**config.mk**
```make
export PLATFORM = sky130hd
export DESIGN_NAME = flag_detector
export DESIGN_NICKNAME = d
export VERILOG_FILES = /design/src/rtl/flag_detector.sv
export SDC_FILE = /design/constraint.sdc
export NUM_CORES = 1
export LEC_CHECK = 0
export CAP_MARGIN = 20
export CORE_AREA = 5 5 42 44
export CTS_BUF_LIST = sky130_fd_sc_hd__clkbuf_16
export CTS_CLUSTER_DIAMETER = 30
export DETAILED_ROUTE_END_ITERATION = 10
export DIE_AREA = 0 0 47 49
export PLACE_DENSITY = 0.65
export REMOVE_ABC_BUFFERS = 1
export SYNTH_ARGS = -nofsm -noshare
export SYNTH_HDL_FRONTEND = slang
export SYNTH_SLANG_ARGS = --single-unit
export TNS_END_PERCENT = 50
```
**constraint.sdc**
```tcl
create_clock -name clk -period 1.05 [get_ports clk]
set_clock_uncertainty 0.2 [all_clocks]
set_input_delay 0.21 -clock clk [delete_from_list [all_inputs] [get_ports clk]]
set_output_delay 0.21 -clock clk [all_outputs]
set_load 0.01 [all_outputs]
```
**src/rtl/flag_detector.sv**
```systemverilog
// Status-flag generator placed after the ALU result mux: registered signed-overflow
// and zero flags, plus a sticky overflow flag that software or the controller polls.
module flag_detector #(
  parameter int WIDTH = 32
) (
  input  logic             clk,
  input  logic             rst_n,
  input  logic             enable_overflow,
  input  logic [WIDTH-1:0] result,
  input  logic             sign_a,
  input  logic             sign_b,
  input  logic             sign_result,
  input  logic             sel_sub,
  input  logic             sticky_clear,
  output logic             overflow,
  output logic             zero,
  output logic             sticky_overflow
);

  logic ovf_n;
  logic zero_n;
  logic operands_allow_ovf;

  // Subtraction inverts B's effective sign, so overflow needs the opposite sign relation.
  always_comb begin
    operands_allow_ovf = sel_sub ? (sign_a != sign_b) : (sign_a == sign_b);
    ovf_n              = enable_overflow & operands_allow_ovf & (sign_result != sign_a);
    zero_n             = (result == '0);
  end

  // NOTE: state is updated with non-blocking assignments so every flop samples pre-edge values.
  always_ff @(posedge clk or negedge rst_n) begin
    if (!rst_n) begin
      overflow        <= 1'b0;
      zero            <= 1'b0;
      sticky_overflow <= 1'b0;
    end else begin
      overflow        <= ovf_n;
      zero            <= zero_n;
      // A new overflow in the same cycle as a clear must still be recorded.
      sticky_overflow <= (sticky_clear ? 1'b0 : sticky_overflow) | ovf_n;
    end
  end

endmodule

```
# Word-level counts from Yosys, hierarchy flattened
# Cells that the tools add are included.
[op_classes] muxes=2 reduce_logical=1 shifts=0 n_lt_le_gt_ge=0 bitwise=3 add_sub_neg=0 div_mod_pow=0 eq_ne=3 n_mul=0
[op_table] cell="$logic_not A32 Y1" count=1
[op_table] cell="$and A1 B1 Y1" count=2
[op_table] cell="$mux W1" count=2
[op_table] cell="$ne A1 B1 Y1" count=2
[op_table] cell="$eq A1 B1 Y1" count=1
[op_table] cell="$or A1 B1 Y1" count=1
[word_totals] latchBits=0 n_memories=0 out_inout_bits=3 romBits=0 regBits=3 wordCells=12 ramBits=0

# Depth between registers and ports, before layout
[logic_depth] ltp_word=5 depth_mapped=3 ltp_nobuf=3

# Worst setup path after synthesis
# No wires, ideal clock.
[synth_path] path_kind="input -> register" from="input port result[24]" to="register zero" setup_ns=0.072 t_arrival_ns=0.658 slack_ns=0.120 path_buffers=0 cell_stages=3 required_time_ns=0.778 cell_sequence="nor4_1 -> nand4_1 -> nor2_1"
[synth_between] elab_chain_cells=1
[synth_rtl] item="start: declaration" line_no="9" source="input logic [WIDTH-1:0] result,"
[synth_rtl] item="$logic_not A32 Y1" line_no="28" source="zero_n = (result == '0);"
[synth_rtl] item="net zero_n" line_no="21" source="logic zero_n;"
[synth_rtl] item="end signal: assignment" line_no="39" source="zero <= zero_n;"
[synth_rtl] item="end: declaration" line_no="16" source="output logic zero,"
# The timed path passes the listed nets, and every way through them passes these cells.

# Final worst setup path
[layout_path] from="register sticky_overflow" to="output port sticky_overflow"
[layout_lines] item="start: declaration" line_no="17" source="output logic sticky_overflow"
[layout_lines] item="start signal: assignment" line_no="41" source="sticky_overflow <= (sticky_clear ? 1'b0 : sticky_overflow) | ovf_n;"
# No word-level cell between the ends.

==> impl_metrics.yaml <==
timing:
  worst_slack_ns: -0.0823
  hold_slack_ns: -0.0280
  period_needed_ns: 1.13
  slew_headroom_pct: 84.7
  tightestPinTransition_ns: 0.228
  final_max_slew_viol_count: 0
  rsz0062_at_grt: "true"
  setup_violations: 3
  tns_ns: -0.214
  max_freq_mhz: 883
  finalHoldViolations: 3
  period_share_pct: 108
setup_path:
  worst-path-stages: 1
  crit_buf_inv: 1
  cp.arrival_ns: 0.72
  critPathSlowestCell: "dfrtp_1"
  worstSetupPathType: "flip-flop to output port"
  reg2reg_depth: 3
  endpoint_kind: "output port"
  required_ns: 0.64
  crit_path_max_incr_delay_ns: 0.36
  cp-start-kind: "flip-flop"
  cp_max_fo: 2
  cp_top_family: "flip-flops"
  cp_cell_sequence: "buf_2"
run_status:
  violations: "hold timing, setup timing"
  status: "finished with violations"
placed_design:
  place_inst: 79
  pre_cts_ws_ns: -0.415
  placed_area_sq_um: 638
  routabilityCongestion: 0.733
  port_buffers: 42
synth:
  ys_seq_area_share_pct: 39.5
  synthTopCellsByArea: "dfrtp_1 39%, nor4_1 23%, nand4_1 6.6%, nor4_2 6.6%, nand4b_1 4.6%"
  ys_ff_latch: 3
  synth_most_common_cell: "nor4_1"
  synth_common_cells: "7 x nor4_1, 3 x dfrtp_1, 2 x nand4_1"
  synth_top_flop_cell: "dfrtp_1"
  yosysWarnings: 0
  ys_async_sr_fraction_pct: 100
  syn_area_sq_um: 190
  syn-instance-count: 20
  syn_area_per_cell_sq_um: 9.51
  synth_edf_count: 0
  yosys.area.top_type: "dfrtp_1"
  synth_cell_types: 11
  synth_top_area_share_pct: 39.5
detailed_routing:
  viasPerCell: 4.31
  wl_met3_um: 117
  wl_per_cell_um: 12.9
  highest_layer: "met4"
  route.detailed.drc: 0
  wl_met1_um: 324
  route.met2.wl_um: 606
  vias: 358
  drt-initial-drc-count: 5
  routed_wirelength_um: 1070
  ant_nets: 0
  drt_pass1_iterations: 2
cts:
  h-tree-depth: 1
  clk_pin_slew_worst_paths_ns: 0.03
  max-clock-path-buffers: 2
  cts_setup_buffers: 0
  clk_latency_ns: 0.22
  numCtsBuffers: 3
  clock-sinks: 3
  cts_root_buf: "clkbuf_16"
  cts_tree: "built"
grt:
  grt-ovfl-total: 0
  first_global_vias: 359
  gr-usage-all-layers_pct: 9.38
  antenna_found_initial: 0
  grt_pass1_wl_um: 1520
  grt_max_degree: 4
cells_and_area:
  antenna_cells: 0
  multi_input_comb_area_sq_um: 156
  design_area_sq_um: 712
  layout-drive-gt1-share_pct: 22.4
  nets: 108
  stdcell_count: 83
  n_fill_cell: 149
  syn2layout_area_growth_pct: 274
  seq_area_sq_um: 75.1
floorplanning:
  die_area_sq_um: 2300
  die_h_um: 49
  start_util_pct: 13.6
  die_w_um: 47
  row_count: 14
  ioPinCount: 43
  coreArea_sq_um: 1400
pwr:
  vdd_drop_max_v: 0.000818
  p_leak_uw: 0.000330
  p_per_area_nw_per_um2: 1240
flow_run:
  maxCapViolCount: 0
worst_hold_path:
  hold_class: "input port to async pin"
[power by group]
group          leakage (uW)  switching (uW)  total (uW)  internal (uW)
registers         0.0000405            2.28         125            123
clock network     0.0000423             107         598            491
logic              0.000248            49.7         161            112
[per-layer routing]
layer	vias up	global-route usage [%]
met5	-	0
met4	0	6.91
met3	2	1.48
met2	18	17.2
met1	158	8.39
li1	180	-
[kinds of logic (layout without fill, tap and decap cells)]
family | count (synthesis) | count (layout) | synth area share [%]
and+or+nand+nor | 13 | 13 | 46.7
DFF | 3 | 3 | 39.5
xor gates and xnor gates | 1 | 1 | 4.61
AOI/OAI and AO/OA | 2 | 2 | 7.24
buffers and inverters | 1 | 48 | 1.97
[state kept, by name, indices dropped and copies added, names as in the netlist]
| register | cells |
|---|---|
| overflow | 1 |
| sticky_overflow | 1 |
| zero | 1 |
[repair_timing]
action,4_1_cts,5_1_grt
pin swaps,11,0
endpoints found under the hold margin,3,3
gates cloned,0,0
resized for setup,49,2
setup endpoints to repair,6,6
[worst paths after layout]
path                                  from               to  slack (ns)
max                        sticky_overflow  sticky_overflow       -0.08
min                                  rst_n  sticky_overflow       -0.03
max reg2reg                sticky_overflow  sticky_overflow        0.06
min reg2reg                sticky_overflow  sticky_overflow        0.48
max in group asynchronous            rst_n         overflow        0.53
min in group clk                    sign_a         overflow        0.13
[through the flow]
stage / power (uW) / utilization (%)
CTS: 888 / 50.6
finish: 885 / 50.8
detailed placement: 321 / 45.5
floorplan: 149 / -
global placement: 318 / 45.5
global route: 918 / 50.8
[layout by cell type, fill, tap and decap left out, types with 2 or more instances in the layout]
| cell | n |
|---|---|
| buf_2 | 3 |
| inv_1 | 2 |
| dlygate4sd2_1 | 30 |
| clkdlybuf4s50_1 | 8 |
| nand4_1 | 2 |
| dfrtp_1 | 3 |
| nor4_2 | 7 |
| clkbuf_16 | 3 |
[cell type report]
cell class,instances,area share [%]
repair buffers,43,53.1
multi-input cells,16,22.0
flip-flops and latches,3,10.5
clock buffers,3,10.5
well taps,16,2.81
clock inverters,1,0.527
inverters,1,0.527
(Power assumes the default switching activity.)
